===== config.mk =====
export PLATFORM = sky130hd
export DESIGN_NAME = mul_issue_ctrl
export DESIGN_NICKNAME = d
export VERILOG_FILES = /design/src/rtl/mul_pkg.sv /design/src/rtl/sign_mag_conv.sv /design/src/rtl/mul_issue_ctrl.sv
export SDC_FILE = /design/constraint.sdc
export NUM_CORES = 1
export LEC_CHECK = 0
export CAP_MARGIN = 25
export CORE_MARGIN = 4
export CORE_UTILIZATION = 42
export DETAILED_ROUTE_END_ITERATION = 8
export PLACE_DENSITY = 0.83
export SLEW_MARGIN = 0
export SYNTH_ARGS = -nofsm -noshare
export SYNTH_HDL_FRONTEND = slang
export SYNTH_SLANG_ARGS = --single-unit

===== constraint.sdc =====
create_clock -name clk -period 2 [get_ports clk]
set_clock_uncertainty 0.1 [all_clocks]
set_input_delay 0.3 -clock clk [delete_from_list [all_inputs] [get_ports clk]]
set_output_delay 0.3 -clock clk [all_outputs]
set_load 0.02 [all_outputs]

===== src/rtl/mul_pkg.sv =====
// Shared types and constants for the multiplier issue controller.
package mul_pkg;

    localparam int unsigned MUL_W  = 32;
    localparam int unsigned PROD_W = 64;

    localparam int unsigned DEF_SETTLE_CYCLES  = 2;
    localparam int unsigned DEF_TIMEOUT_CYCLES = 40;
    localparam int unsigned DEF_CNT_W          = 6;

    typedef enum logic [1:0] {
        StIdle  = 2'd0,
        StIssue = 2'd1,
        StWait  = 2'd2,
        StResp  = 2'd3
    } state_e;

endpackage


===== src/rtl/sign_mag_conv.sv =====
// Combinational absolute value: negates the operand when sign_en is set and its MSB is 1.
// 0x80000000 maps to itself, which is the correct magnitude when read as unsigned.
module sign_mag_conv
    import mul_pkg::*;
(
    input  logic [MUL_W-1:0] din,
    input  logic             sign_en,
    output logic [MUL_W-1:0] mag
);

    // Two's-complement negate only for negative signed inputs
    always_comb begin
        mag = din;
        if (sign_en && din[MUL_W-1]) begin
            mag = ~din + MUL_W'(1);
        end
    end

endmodule


===== src/rtl/mul_issue_ctrl.sv =====
// Request/response front-end for the iterative 32x32 multiplier. Registers operand
// magnitudes, lets the multiplier's change detect settle, waits for Done (with a
// watchdog) and returns the sign-corrected 64-bit product.
module mul_issue_ctrl
    import mul_pkg::*;
#(
    parameter int unsigned SETTLE_CYCLES  = DEF_SETTLE_CYCLES,
    parameter int unsigned TIMEOUT_CYCLES = DEF_TIMEOUT_CYCLES,
    parameter int unsigned CNT_W          = DEF_CNT_W
) (
    input  logic             clk,
    input  logic             rst_n,
    input  logic             req_valid,
    output logic             req_ready,
    input  logic [MUL_W-1:0] req_a,
    input  logic [MUL_W-1:0] req_b,
    input  logic             req_signed,
    output logic             rsp_valid,
    input  logic             rsp_ready,
    output logic [MUL_W-1:0] rsp_hi,
    output logic [MUL_W-1:0] rsp_lo,
    output logic             rsp_timeout,
    output logic [MUL_W-1:0] mul_a,
    output logic [MUL_W-1:0] mul_b,
    input  logic             mul_done,
    input  logic [MUL_W-1:0] mul_res_high,
    input  logic [MUL_W-1:0] mul_res_low,
    output logic             busy
);

    localparam logic [CNT_W-1:0] SettleLast  = CNT_W'(SETTLE_CYCLES - 1);
    localparam logic [CNT_W-1:0] TimeoutLast = CNT_W'(TIMEOUT_CYCLES - 1);

    state_e              state_q, state_d;
    logic [CNT_W-1:0]    cnt_q, cnt_d;
    logic                neg_q, neg_d;
    logic [MUL_W-1:0]    mul_a_q, mul_a_d;
    logic [MUL_W-1:0]    mul_b_q, mul_b_d;
    logic [PROD_W-1:0]   prod_q, prod_d;
    logic                timeout_q, timeout_d;

    logic [MUL_W-1:0]    mag_a, mag_b;
    logic [PROD_W-1:0]   prod_raw, prod_neg;

    sign_mag_conv u_conv_a (
        .din     (req_a),
        .sign_en (req_signed),
        .mag     (mag_a)
    );

    sign_mag_conv u_conv_b (
        .din     (req_b),
        .sign_en (req_signed),
        .mag     (mag_b)
    );

    assign prod_raw = {mul_res_high, mul_res_low};
    assign prod_neg = ~prod_raw + PROD_W'(1);

    // Next-state and datapath capture for the IDLE -> ISSUE -> WAIT -> RESP sequence
    always_comb begin
        state_d   = state_q;
        cnt_d     = cnt_q;
        neg_d     = neg_q;
        mul_a_d   = mul_a_q;
        mul_b_d   = mul_b_q;
        prod_d    = prod_q;
        timeout_d = timeout_q;
        unique case (state_q)
            StIdle: begin
                if (req_valid) begin
                    mul_a_d = mag_a;
                    mul_b_d = mag_b;
                    neg_d   = req_signed & (req_a[MUL_W-1] ^ req_b[MUL_W-1]);
                    cnt_d   = '0;
                    state_d = StIssue;
                end
            end
            StIssue: begin
                // Done is not trusted until the multiplier has seen the new operands
                if (cnt_q == SettleLast) begin
                    cnt_d   = '0;
                    state_d = StWait;
                end else begin
                    cnt_d = cnt_q + CNT_W'(1);
                end
            end
            StWait: begin
                if (mul_done) begin
                    prod_d    = neg_q ? prod_neg : prod_raw;
                    timeout_d = 1'b0;
                    state_d   = StResp;
                end else if (cnt_q == TimeoutLast) begin
                    prod_d    = '0;
                    timeout_d = 1'b1;
                    state_d   = StResp;
                end else begin
                    cnt_d = cnt_q + CNT_W'(1);
                end
            end
            StResp: begin
                if (rsp_ready) begin
                    state_d = StIdle;
                end
            end
            default: state_d = StIdle;
        endcase
    end

    // State and datapath registers; operands are deliberately kept across IDLE
    always_ff @(posedge clk or negedge rst_n) begin
        if (!rst_n) begin
            state_q   <= StIdle;
            cnt_q     <= '0;
            neg_q     <= 1'b0;
            mul_a_q   <= '0;
            mul_b_q   <= '0;
            prod_q    <= '0;
            timeout_q <= 1'b0;
        end else begin
            state_q   <= state_d;
            cnt_q     <= cnt_d;
            neg_q     <= neg_d;
            mul_a_q   <= mul_a_d;
            mul_b_q   <= mul_b_d;
            prod_q    <= prod_d;
            timeout_q <= timeout_d;
        end
    end

    assign req_ready   = (state_q == StIdle);
    assign rsp_valid   = (state_q == StResp);
    assign busy        = (state_q != StIdle);
    assign rsp_hi      = prod_q[PROD_W-1:MUL_W];
    assign rsp_lo      = prod_q[MUL_W-1:0];
    assign rsp_timeout = timeout_q;
    assign mul_a       = mul_a_q;
    assign mul_b       = mul_b_q;

endmodule

### After elaboration in Yosys (flattened, before gate mapping)

Index checks and enable logic that the tools add are counted.

| word-level totals | value |
|---|---|
| input bits | 134 |
| register bits | 138 |
| output and inout bits | 132 |
| word-level logic and storage cells | 55 |

| operators by class | value |
|---|---|
| add/sub/neg operators | 4 |
| reduce and logical (&&, ||, !) cells | 10 |
| equal/unequal tests | 11 |
| bitwise gates (word level) | 5 |
| mux-type cells | 18 |

Operators by type and width:

| kind | number |
|---|---|
| $mux W64 | 3 |
| $add A32 B1 Y32 const B | 2 |
| $add A64 B1 Y64 const B | 1 |
| $mux W32 | 2 |
| $not A32 Y32 | 2 |
| $not A64 Y64 | 1 |
| $mux W6 | 4 |
| $pmux W6 S3 | 1 |
| $mux W2 | 5 |
| $ne A2 B2 Y1 const B | 4 |
| $pmux W2 S4 | 1 |
| $reduce_and A4 Y1 | 2 |
| $add A6 B1 Y6 const B | 1 |
| $eq A6 B1 Y1 const B | 1 |
| $eq A6 B6 Y1 const B | 1 |
| $eq A2 B2 Y1 const B | 2 |
| $reduce_and A2 Y1 | 2 |
| $reduce_bool A2 Y1 | 2 |
| $ne A3 B3 Y1 const B | 1 |
| $reduce_bool A3 Y1 | 1 |
| $eq A2 B1 Y1 const B | 1 |
| $logic_and A1 B1 Y1 | 2 |
| $logic_not A2 Y1 | 1 |
| $mux W1 | 2 |
| 3 further kinds | 3 |

### Depth between registers and ports, before layout

Gate-level depths: netlist (run 1).

| logic depth | value |
|---|---|
| word-level depth | 4 |
| gate-level depth with buffers | 9 |
| depth with buffers taken out | 8 |

### By module

From an unflattened synthesis (run 1), not the netlist that was laid out.

| second synthesis, totals | value |
|---|---|
| cells, all modules | 850 |
| area, all modules | 8187.9 um^2 |

Modules (own cells, without submodules):

| module | cells each | area an instance (um^2) | times used | sequential area each (um^2) |
|---|---|---|---|---|
| mul_issue_ctrl | 634 | 6751.5 | 1 | 3453.3 |
| sign_mag_conv | 108 | 718.2 | 2 | 0.0 |

### Worst setup path after synthesis (run 1)

No wires, ideal clock.

| timing path | value |
|---|---|
| kind | input to register |
| start point | in mul_res_low[18] |
| end point | reg prod_q[51] |
| setup time | 123 ps |
| path buffers | 1 |
| path slack | -367 ps |
| required time | 1777 ps |
| arrival time | 2144 ps |
| cell stages on the path | 7 |
| cells stage by stage | or4_1 > and4bb_2 > nand4_4 > buf_6 > o41ai_2 > xor2_1 > o21ai_1 |

| on the way | value |
|---|---|
| cells in the longest elaborated chain, start to end | 4 |

Ends and longest elaborated chain:

| what | RTL line | source |
|---|---|---|
| from (decl) | mul_issue_ctrl.sv:27 | `input logic [MUL_W-1:0] mul_res_low,` |
| $not A64 Y64 | mul_issue_ctrl.sv:58 | `assign prod_neg = ~prod_raw + PROD_W'(1);` |
| $add A64 B1 Y64 | mul_issue_ctrl.sv:58 |  |
| $mux W64 | mul_issue_ctrl.sv:90 | `prod_d = neg_q ? prod_neg : prod_raw;` |
| $mux W64 | mul_issue_ctrl.sv:89 | `if (mul_done) begin` |
| to (signal assigned) | mul_issue_ctrl.sv:126 | `prod_q <= prod_d;` |
| to (decl) | mul_issue_ctrl.sv:39 | `logic [PROD_W-1:0] prod_q, prod_d;` |

No other way between the ends.
A chain may end at the register's enable or synchronous reset.

### Worst setup path in the final report (run 1)

| timing path | value |
|---|---|
| start point | in mul_res_low[19] |
| end point | reg prod_q[47] |

Same word-level chain as after synthesis.

==> impl_results.md, run 1 <==
- Status: finished with violations
- Failing checks: negative setup slack
- Post-Syn Instances: 920
- Transition time of the tightest slew-check pin: 558 ps
- Number of global-route vias before repair: 9746
- Min-delay worst type: input pin to register
- Antenna violations before repair: 2
- Netlist cell types: 57
- Worst IR drop on VDD: 0.888 mV
- Die height: 147 um
- Top cells by area, synth: dfrtp_1, o21ai_0, xor2_1
- First-pass GRT wire length: 50600 um
- Routability cong.: 0.943
- Final period util: 113%
- CP Class: input pin to register
- Final setup viols: 28
- Initial core utilization: 43.1%
- F_max: 443 MHz
- Post-DRT Antenna Nets: 0
- DRT Pass-1 Iters: 8
- Placed Area: 12800 um2
- Die area: 21700 um2
- Sequential-to-total area share from yosys stat: 42.4%
- CP arrival: 2460 ps
- CTS max path bufs: 2
- R2r startpoint: state_q[0]$_DFFE_PN0P_
- Via-to-Cell Ratio: 5.58
- Worst Min Path Start: mul_res_low[9]
- Req. time, crit path: 2200 ps
- Syn Area/Cell: 8.84 um2
- Yosys synthesis warning count: 0
- Total clock buffers created by CTS: 17
- All-Layer GR Usage: 29.2%
- Post-synth top area cell: dfrtp_1
- Mapped Nets: 1063
- Critical R2R Capture: cnt_q[3]$_DFFE_PN0P_
- Placed Instances: 1615
- Crit start category: input pin
- CP Capture Type: register
- Later-pin clock latency in the skew report: 420 ps
- Num Clock Sinks: 138
- Final instance area: 14400 um2
- Crit-path max FO: 7
- Hold endpoint: prod_q[9]$_DFFE_PN0P_
- Max cap viols: 0
- # port buffers: 265
- Async SR Flop Fraction: 100%
- RSZ-0062 raised after global routing: yes
- Slowest CP cell: or4_4
- Top cell type's share of synthesized area: 42.4%
- Vias: 9407
- EDFF count, synth: 0
- Min cycle time layout: 2260 ps
- Routed len/inst: 20.1 um
- Root buf cell: clkbuf_16
- Final Util: 76.1%
- # IOs: 266
- Top_reg_cell synth: dfrtp_1
- Non-filler cells, final: 1686
- Relative slew slack: 62.5%
- CTS tree: built
- Final worst slack: -255 ps
- Routed WL: 33800 um
- Final Hold Vio Count: 0
- Area of the mapped netlist: 8140 um2
- DRT iter0 DRCs: 579
- Layout fillers: 1176
- Crit path largest cell delay: 570 ps
- FF-to-FF setup slack: 90 ps
- Chip Width: 147 um
- DRC: 0
- Num rows: 50
- Post-place setup slack: -921 ps
- Clk pin slew, worst setup/hold paths: 60 ps
- Largest net degree at the start of global routing: 71
- Layout cells sized above 1: 32.0%
- GRT Residual Overflow: 0
- Critical-path cell list: buf_2, or4_4, and4bb_2, nand4_4, buf_12, o41ai_4, xor2_1, o21ai_1
- Final Slew Violations: 0
- Pwr/cell area: 1200 nW/um2
- Hpwl dp: 21800 um
- Leakage: 6.23 nW
- Core ar.: 18900 um2
- Yosys reg bits: 138
- Hold Path Depth: 3
- WHS: 125 ps
- Area delta synth->final: 76.7%
- Fin nets: 1553
- Worst reg-to-reg path cell count: 7
- H-tree depth: 4
-- cell usage in the layout, fill, tap and decap left out, drive strengths merged, types with 27 or more instances in the layout --
master	n
buf	285
clkbuf	31
clkdlybuf4s50	188
dfrtp	138
nand2	161
nand3	27
nor2	46
o21ai	170
xnor2	31
xor2	85
-- timing repair --
item / 4_1_cts / 5_1_grt
pin swaps: 87 / 66
setup buffers: 28 / 9
gates resized for setup: 292 / 90
endpoints found under the setup margin: 78 / 74
cloned: 1 / 0
hold endpoints to repair: 34 / 0
hold buffers: 1 / 0
-- worst max-delay path by stage --
stage	cells after the start	from	end	slack, ps
after floorplan	7	mul_res_low[8]	prod_q[51]$_DFFE_PN0P_	-350
after global placement	10	mul_res_low[0]	prod_q[30]$_DFFE_PN0P_	-870
after detailed placement	10	mul_res_low[0]	prod_q[30]$_DFFE_PN0P_	-920
after CTS	8	mul_res_low[17]	prod_q[47]$_DFFE_PN0P_	-100
after global routing	8	mul_res_low[18]	prod_q[47]$_DFFE_PN0P_	-250
final	8	mul_res_low[19]	prod_q[47]$_DFFE_PN0P_	-260
-- cell usage after synthesis (12+ instances only) --
cell,n
o21ai_0,157
nand2_1,160
nor3_1,15
nand3_1,27
clkbuf_1,38
inv_1,14
o31ai_1,20
a21oi_1,12
xnor2_1,31
or3_1,16
o41ai_1,16
nor2_1,46
xor2_1,85
dfrtp_1,138
nor4_1,17
o21ai_1,13
-- sequential cells by signal (all words and copies together) (netlist names) --
name and count:
mul_b 32, neg_q 1, rsp_timeout 1, mul_a 32, cnt_q 6, state_q 2, prod_q 64
-- area by class of cell --
cell class	count	area, um2	share of cell area (%)
Sequential cell	138	3450	24.0
Timing Repair Buffer	517	4640	32.3
Clock inverter	9	113	0.783
Antenna cell	3	7.51	0.0522
Inverter	14	52.6	0.366
Clock buffer	23	488	3.39
Multi-Input combinational cell	722	5300	36.9
Tap cell	260	325	2.26
-- per-layer routing --
| metal | global-route usage [%] | vias up | wire (um) |
|---|---|---|---|
| met5 | 0 | - | 0 |
| met4 | 14.3 | 0 | 1630 |
| met3 | 9.22 | 130 | 3270 |
| met2 | 49.2 | 552 | 16500 |
| met1 | 33.7 | 4493 | 12500 |
| li1 | - | 4232 | - |
-- cell families (layout without fill, tap and decap cells) --
group	count (synthesis)	count (layout)	synth area share (%)
simple gates	346	346	21.3
compound gates	244	244	18.1
flops	138	138	42.4
xor+xnor	116	116	12.5
buf+inv	60	563	3.44
fa+ha+maj	9	9	1.38
mux	7	7	0.861
other cells	0	3	0
-- critical path, delay by kind of cell --
kind,cells,cell delay [ps]
AND/OR/NAND/NOR,3,1080
AO/OA/AOI/OAI,2,470
buffers and inverters,2,310
XOR/XNOR,1,290
-- power breakdown --
group	internal, mW	switching [mW]	leakage, nW
clock network	1.97	1.28	0.282
logic	4.17	4.89	4.21
registers	4.06	0.864	1.73
total	10.2	7.03	6.23
-- through the flow --
stage	total power, mW	TNS (ps)
floorplan	9.01	-7880
global placement	13.1	-57230
detailed placement	13.3	-61160
CTS	16.8	-524
global route	18.2	-3230
finish	17.2	-2190
Power figures use the tool's default switching activity.
==> inputs of run 2 (changes only) <==
--- a/config.mk
+++ b/config.mk
@@ -10,6 +10,8 @@
 export CORE_UTILIZATION = 42
 export DETAILED_ROUTE_END_ITERATION = 8
 export PLACE_DENSITY = 0.83
+export RECOVER_POWER = 100
+export SKIP_LAST_GASP = 1
 export SLEW_MARGIN = 0
 export SYNTH_ARGS = -nofsm -noshare
 export SYNTH_HDL_FRONTEND = slang
==> run 2 against run 1 <==
  * The run still ends with negative setup slack left
  * Sequential share of layout area increased by 0.22 points
  * Sequential cell count unchanged
  * Total power fell by 3.3%
  * Final cell count unchanged
  * Highest routed layer is now met5
  * Count of clock-buffer cells in the layout stayed put
  * Worst setup slack gained 18 ps
  * Cell area shrank 0.91%
  * Register-to-register slack worse by 130 ps
  * Wire length increased by 0.95%
  * Fmax rose by 0.81%
  * Worst hold slack improved by 1.9 ps
  * Sequential power decreased by 1%
==> impl_results.md, run 2 (synthesis results as in run 1) <==
- Status: finished with violations
- Failing checks: negative setup slack
- Met3 global-route usage: 9.78% (+0.56 points)
- Vias: 9464 (+0.61%)
- Final period util: 112% (-0.90 points)
- Relative slew slack: 34.0% (-29 points)
- Cell family with most CP delay: simple AND/OR/NAND/NOR gates
- Min-delay worst type: input pin to register
- Largest net degree at the start of global routing: 71 (unchanged)
- Routability cong.: 0.943 (unchanged)
- Cell-internal power: 9.72 mW (-4.7%)
- Initial core utilization: 43.1% (unchanged)
- H-tree depth: 4 (unchanged)
- Met2 usage in global routing: 49.4% (+0.18 points)
- Global routing's busiest layer: met2
- Transition time of the tightest slew-check pin: 991 ps (+433 ps)
- Root buf cell: clkbuf_16
- Chip Width: 147 um (unchanged)
- Crit-path max FO: 7 (unchanged)
- Crit start category: input pin
- Routed len/inst: 20.3 um (+0.95%)
- F_max: 447 MHz (+0.81%)
- Die height: 147 um (unchanged)
- CP Class: input pin to register
- # port buffers: 265 (unchanged)
- Area delta synth->final: 75.1%
- Layout fillers: 1209 (+2.8%)
- CP Capture Type: register
- Slowest CP cell: or4_4
- DRC: 0 (unchanged)
- Register area: 3450 um2 (unchanged)
- Antenna violations before repair: 4 (+2)
- Req. time, crit path: 2190 ps (about the same)
- All-Layer GR Usage: 29.3% (+0.14 points)
- Layout cells sized above 1: 31.6% (-0.42 points)
- Power share of the combinational group: 51.4% (-1.2 points)
- Multi-input gate area: 5250 um2 (-0.92%)
- Number of global-route vias before repair: 9797 (+0.52%)
- Pwr/cell area: 1170 nW/um2 (-2.4%)
- CTS max path bufs: 2 (unchanged)
- Net Sw Frac: 41.6% (+0.85 points)
- First-pass GRT wire length: 50700 um (+0.16%)
- Buf/Inv on CP: 3 (+1)
- Core ar.: 18900 um2 (unchanged)
- Commonest non-fill, non-tap cell in the layout: buf_4
- Crit path largest cell delay: 580 ps (about the same)
- Number of flip-flops in the largest register: 64 (unchanged)
- Num Clock Sinks: 138 (unchanged)
- Final Hold Vio Count: 0 (unchanged)
- Met1 GRT Util: 32.6% (-1.1 points)
- Die area: 21700 um2 (unchanged)
- Worst IR drop on VDD: 0.840 mV (-5.4%)
- Critical-path cell list: buf_6, or4_4, nor4_4, nand4_4, buf_12, buf_16, o31ai_4, xor2_1, o21ai_1
- Later-pin clock latency in the skew report: 420 ps (about the same)
- Max cap viols: 0 (unchanged)
- Final Slew Violations: 0 (unchanged)
- Routed WL: 34200 um (+0.95%)
- Fin nets: 1553 (unchanged)
- Most frequent cells in the layout: buf_4, nand2_1, dfrtp_1, o21ai_0, dlygate4sd3_1
- CP arrival: 2430 ps (-30 ps)
- Switch Pwr: 6.94 mW (-1.3%)
- Top reg by flops: prod_q
- Leakage: 6.35 nW (+2.0%)
- WHS: 126 ps (+1.87 ps)
- Part of the power in registers: 29.2% (+0.6 points)
- Final worst slack: -237 ps (+18.1 ps)
- GRT Residual Overflow: 0 (unchanged)
- Final Power: 16.7 mW (-3.3%)
- Min cycle time layout: 2240 ps (-18.1 ps)
- Clk pwr share: 19.4% (+0.5 points)
- Post-place setup slack: -921 ps (unchanged)
- # IOs: 266 (unchanged)
- DRT iter0 DRCs: 517 (-11%)
- Post-DRT Antenna Nets: 0 (unchanged)
- Clk pin slew, worst setup/hold paths: 60 ps (about the same)
- Final Util: 75.4% (-0.69 points)
- Total clock buffers created by CTS: 17 (unchanged)
- Via-to-Cell Ratio: 5.61 (+0.61%)
- Num rows: 50 (unchanged)
- RSZ-0062 raised after global routing: yes
- Hpwl dp: 21800 um (unchanged)
- DRT Pass-1 Iters: 5 (-3)
- CTS tree: built
- Final setup viols: 37 (+32%)
-- run 2: layout make-up --
class,count,share of cell area [%]
sequential,138,24.3
tap,260,2.28
timing repair buffer,517,32.0
clock inverter,9,0.791
clock buffer,23,3.43
multi-input combinational,722,36.8
antenna,3,0.0527
inverter,14,0.369
-- run 2: path summary, 6_finish.rpt --
check,from,end,slack [ps],depth (start not counted)
worst max register to register,cnt_q[0]$_DFFE_PN0P_,prod_q[56]$_DFFE_PN0P_,-40,7
worst min register to register,mul_b[10]$_DFFE_PN0P_,mul_b[10]$_DFFE_PN0P_,370,2
max in group asynchronous,rst_n,neg_q$_DFFE_PN0P_,160,3
worst min-delay path,mul_res_high[17],prod_q[49]$_DFFE_PN0P_,130,3
min in group asynchronous,rst_n,prod_q[62]$_DFFE_PN0P_,490,2
worst max-delay path,mul_res_low[3],prod_q[57]$_DFFE_PN0P_,-240,9
-- run 2: metal layers --
metal,wire [um],vias up
met5,13,-
met4,1950,2
met3,3390,170
met2,16600,606
met1,12200,4448
li1,-,4238
-- run 2: tightest hold or removal path: stages --
cell	delay, ps
buf_4	110
xor2_1	60
o21ai_1	130
-- run 2: through the flow --
stage | TNS (ps) | instances | instance area [um2]
6_report | -3560 | 1686 | 14200
5_1_grt | -7930 | 1686 | 14200
4_1_cts | -717 | 1674 | 14000
3_5_place_dp | -61160 | 1615 | 12800
3_3_place_gp | -57230 | 1615 | 12800
2_1_floorplan | -7880 | 920 | 8310
-- run 2: power by group through the flow --
stage               Sequential [mW]  Combinational (mW)  Clock (mW)
floorplan                      6.20                2.81           0
global placement               4.84                8.25           0
detailed placement             4.88                8.44           0
CTS                            4.87                8.70        3.27
global route                   5.02                9.23        3.42
finish                         4.87                8.56        3.23
-- run 2: timing repair --
item | CTS | global route
hold buffers | 1 | 0
cloned | 1 | 0
buffers inserted | 28 | 10
endpoints found under the setup margin | 78 | 74
hold endpoints to repair | 34 | 0
gates resized for setup | 282 | 88
pin swaps | 87 | 71
==> inputs of run 3 (changes only) <==
--- a/config.mk
+++ b/config.mk
@@ -9,7 +9,7 @@
 export CORE_MARGIN = 4
 export CORE_UTILIZATION = 42
 export DETAILED_ROUTE_END_ITERATION = 8
-export PLACE_DENSITY = 0.83
+export PLACE_DENSITY = 0.77
 export RECOVER_POWER = 100
 export SKIP_LAST_GASP = 1
 export SLEW_MARGIN = 0
==> run 3 against run 2 <==
  * The flow still finishes with violations (negative setup slack)
  * Combinational power shrank 1%
  * Sequential share of layout area shrank 0.24 points
  * Wire length down 4.0%
  * Critical path depth stayed put
  * Core utilization increased by 0.76 points
  * Final cell count grew 0.18%
  * Register-to-register slack lost 40 ps
  * Sequential cell count stayed put
  * Critical path type unchanged
==> impl_results.md, run 3 (synthesis results as in run 1) <==
- Number of flip-flops in the largest register: 64 (unchanged)
- Routed len/inst: 19.4 um (-4.2%)
- Relative slew slack: 22.6% (-11 points)
- Die area: 21700 um2 (unchanged)
- Cell family with most CP delay: simple AND/OR/NAND/NOR gates
- Final instance area: 14400 um2 (+1.0%)
- Pwr/cell area: 1170 nW/um2 (about the same)
- Layout cells sized above 1: 31.8% (+0.24 points)
- Final Util: 76.2% (+0.76 points)
- Status: finished with violations
- WL met1: 12200 um (-0.48%)
- Power share of the combinational group: 50.3% (-1.1 points)
- First-pass GRT wire length: 49400 um (-2.6%)
- Number of global-route vias before repair: 9585 (-2.2%)
- Part of the power in registers: 28.7% (-0.5 points)
- Largest net degree at the start of global routing: 72 (+1.4%)
- Critical-path cell list: clkdlybuf4s15_1, or3_4, buf_8, nor4_4, nand4_1, buf_6, o41ai_4, xor2_1, o21ai_1
- Crit-path max FO: 5 (-2)
- Hpwl dp: 22200 um (+1.8%)
- RSZ-0062 raised after global routing: yes
- Area delta synth->final: 76.8%
- Max cap viols: 0 (unchanged)
- Clk pwr share: 21.0% (+1.6 points)
- Net Sw Frac: 41.0% (-0.63 points)
- Top reg by flops: prod_q
- Fin nets: 1558 (+0.32%)
- Final Slew Violations: 0 (unchanged)
- Root buf cell: clkbuf_16
- Leakage: 6.45 nW (+1.6%)
- Die height: 147 um (unchanged)
- Highest metal used: met5
- CP Capture Type: register
- Commonest non-fill, non-tap cell in the layout: buf_4
- Post-place setup slack: -876 ps (+45.0 ps)
- Antenna violations before repair: 4 (unchanged)
- Total clock buffers created by CTS: 17 (unchanged)
- Layout fillers: 1279 (+5.8%)
- All-Layer GR Usage: 28.3% (-1.0 points)
- Crit start category: input pin
- WHS: 70.7 ps (-55.7 ps)
- F_max: 452 MHz (+1.0%)
- Most frequent cells in the layout: buf_4, nand2_1, dfrtp_1, o21ai_0, dlygate4sd3_1
- Met2 WL: 16000 um (-3.2%)
- Core ar.: 18900 um2 (unchanged)
- Wire length on met3: 3140 um (-7.2%)
- H-tree depth: 4 (unchanged)
- CP Class: input pin to register
- Placed Instances: 1611 (-0.25%)
- Placed Area: 12800 um2 (-0.33%)
- # port buffers: 265 (unchanged)
- CTS tree: built
- Final period util: 111% (-1.2 points)
- Switch Pwr: 6.91 mW (-0.43%)
- DRC: 0 (unchanged)
- Transition time of the tightest slew-check pin: 1160 ps (+171 ps)
- Post-DRT Antenna Nets: 0 (unchanged)
- # IOs: 266 (unchanged)
- Via-to-Cell Ratio: 5.51 (-1.9%)
- Num rows: 50 (unchanged)
- Min cycle time layout: 2210 ps (-23.2 ps)
- Final setup viols: 33 (-11%)
- Initial core utilization: 43.1% (unchanged)
- Final Hold Vio Count: 0 (unchanged)
- Vias: 9301 (-1.7%)
- Slowest CP cell: or3_4
- Chip Width: 147 um (unchanged)
- Cell-internal power: 9.94 mW (+2.2%)
- CTS max path bufs: 2 (unchanged)
- Buf/Inv on CP: 3 (unchanged)
- Req. time, crit path: 2200 ps (about the same)
- Setup_tns: -3230 ps (+330 ps)
- Worst IR drop on VDD: 0.740 mV (-12%)
- DRT iter0 DRCs: 534 (+3.3%)
- GRT Residual Overflow: 0 (unchanged)
- Routed WL: 32800 um (-4.0%)
- Later-pin clock latency in the skew report: 420 ps (about the same)
- Min-delay worst type: input pin to register
- Clk pin slew, worst setup/hold paths: 60 ps (about the same)
- Non-filler cells, final: 1689 (+0.18%)
- Final worst slack: -214 ps (+23.2 ps)
- CP arrival: 2410 ps (-20 ps)
- DRT Pass-1 Iters: 7 (+2)
- Final Power: 16.8 mW (+1.1%)
- Num Clock Sinks: 138 (unchanged)
- Routability cong.: 0.926 (-1.7%)
- Crit path largest cell delay: 360 ps (-220 ps)
- Failing checks: negative setup slack
## run 3: cell count changes in the layout (fill, tap and decap cells not counted), moves of 4 or more
cell,before,now
buf_12,10,6
buf_6,23,30
clkbuf_1,5,0
clkbuf_8,4,0
o21ai_1,29,33
clkbuf_2,16,11
dlygate4sd2_1,18,25
o41ai_2,7,2
o21ai_0,133,129
o41ai_4,9,13
## run 3: final timing paths
| kind | from | to | slack, ps | cells after the start |
|---|---|---|---|---|
| setup / recovery | mul_res_high[13] | prod_q[54]$_DFFE_PN0P_ | -210 | 9 |
| hold / removal | mul_res_high[4] | prod_q[36]$_DFFE_PN0P_ | 70 | 3 |
| setup reg to reg | state_q[0]$_DFFE_PN0P_ | prod_q[55]$_DFFE_PN0P_ | -80 | 8 |
| hold reg to reg | prod_q[2]$_DFFE_PN0P_ | prod_q[2]$_DFFE_PN0P_ | 370 | 2 |
| max in group asynchronous | rst_n | neg_q$_DFFE_PN0P_ | 230 | 3 |
| min in group asynchronous | rst_n | rsp_timeout$_DFFE_PN0P_ | 550 | 2 |
## run 3: tightest hold or removal path, cell delays in order
cell	delay, ps
buf_6	80
xor2_1	50
o21ai_0	120
## run 3: layout make-up
type	count	area (um2)	share of cell area (%)
inverter	14	52.6	0.365
timing repair buffer	522	4610	32.0
tap	260	325	2.26
multi-input combinational	722	5290	36.8
clock inverter	15	223	1.55
clock buffer	17	425	2.96
antenna	1	2.50	0.0174
sequential	138	3450	24.0
## run 3: timing repair
action | CTS | global route
pin swaps | 85 | 73
endpoints found under the hold margin | 36 | 0
cloned | 1 | 1
buffers inserted | 26 | 23
resized for setup | 273 | 92
setup endpoints to repair | 88 | 82
hold buffers | 1 | 0
## run 3: metal layers
| metal | GRT usage (%) | vias to the layer above |
|---|---|---|
| met5 | 0 | - |
| met4 | 11.3 | 6 |
| met3 | 9.84 | 129 |
| met2 | 47.6 | 491 |
| met1 | 33.3 | 4419 |
| li1 | - | 4256 |
## run 3: power groups by stage
stage          registers [mW]  logic, mW  clock network (mW)
4_1_cts                  4.86       8.67                3.55
2_1_floorplan            6.20       2.81                   0
3_5_place_dp             4.88       8.41                   0
6_report                 4.84       8.47                3.54
3_3_place_gp             4.86       8.25                   0
5_1_grt                  5.00       9.13                3.71
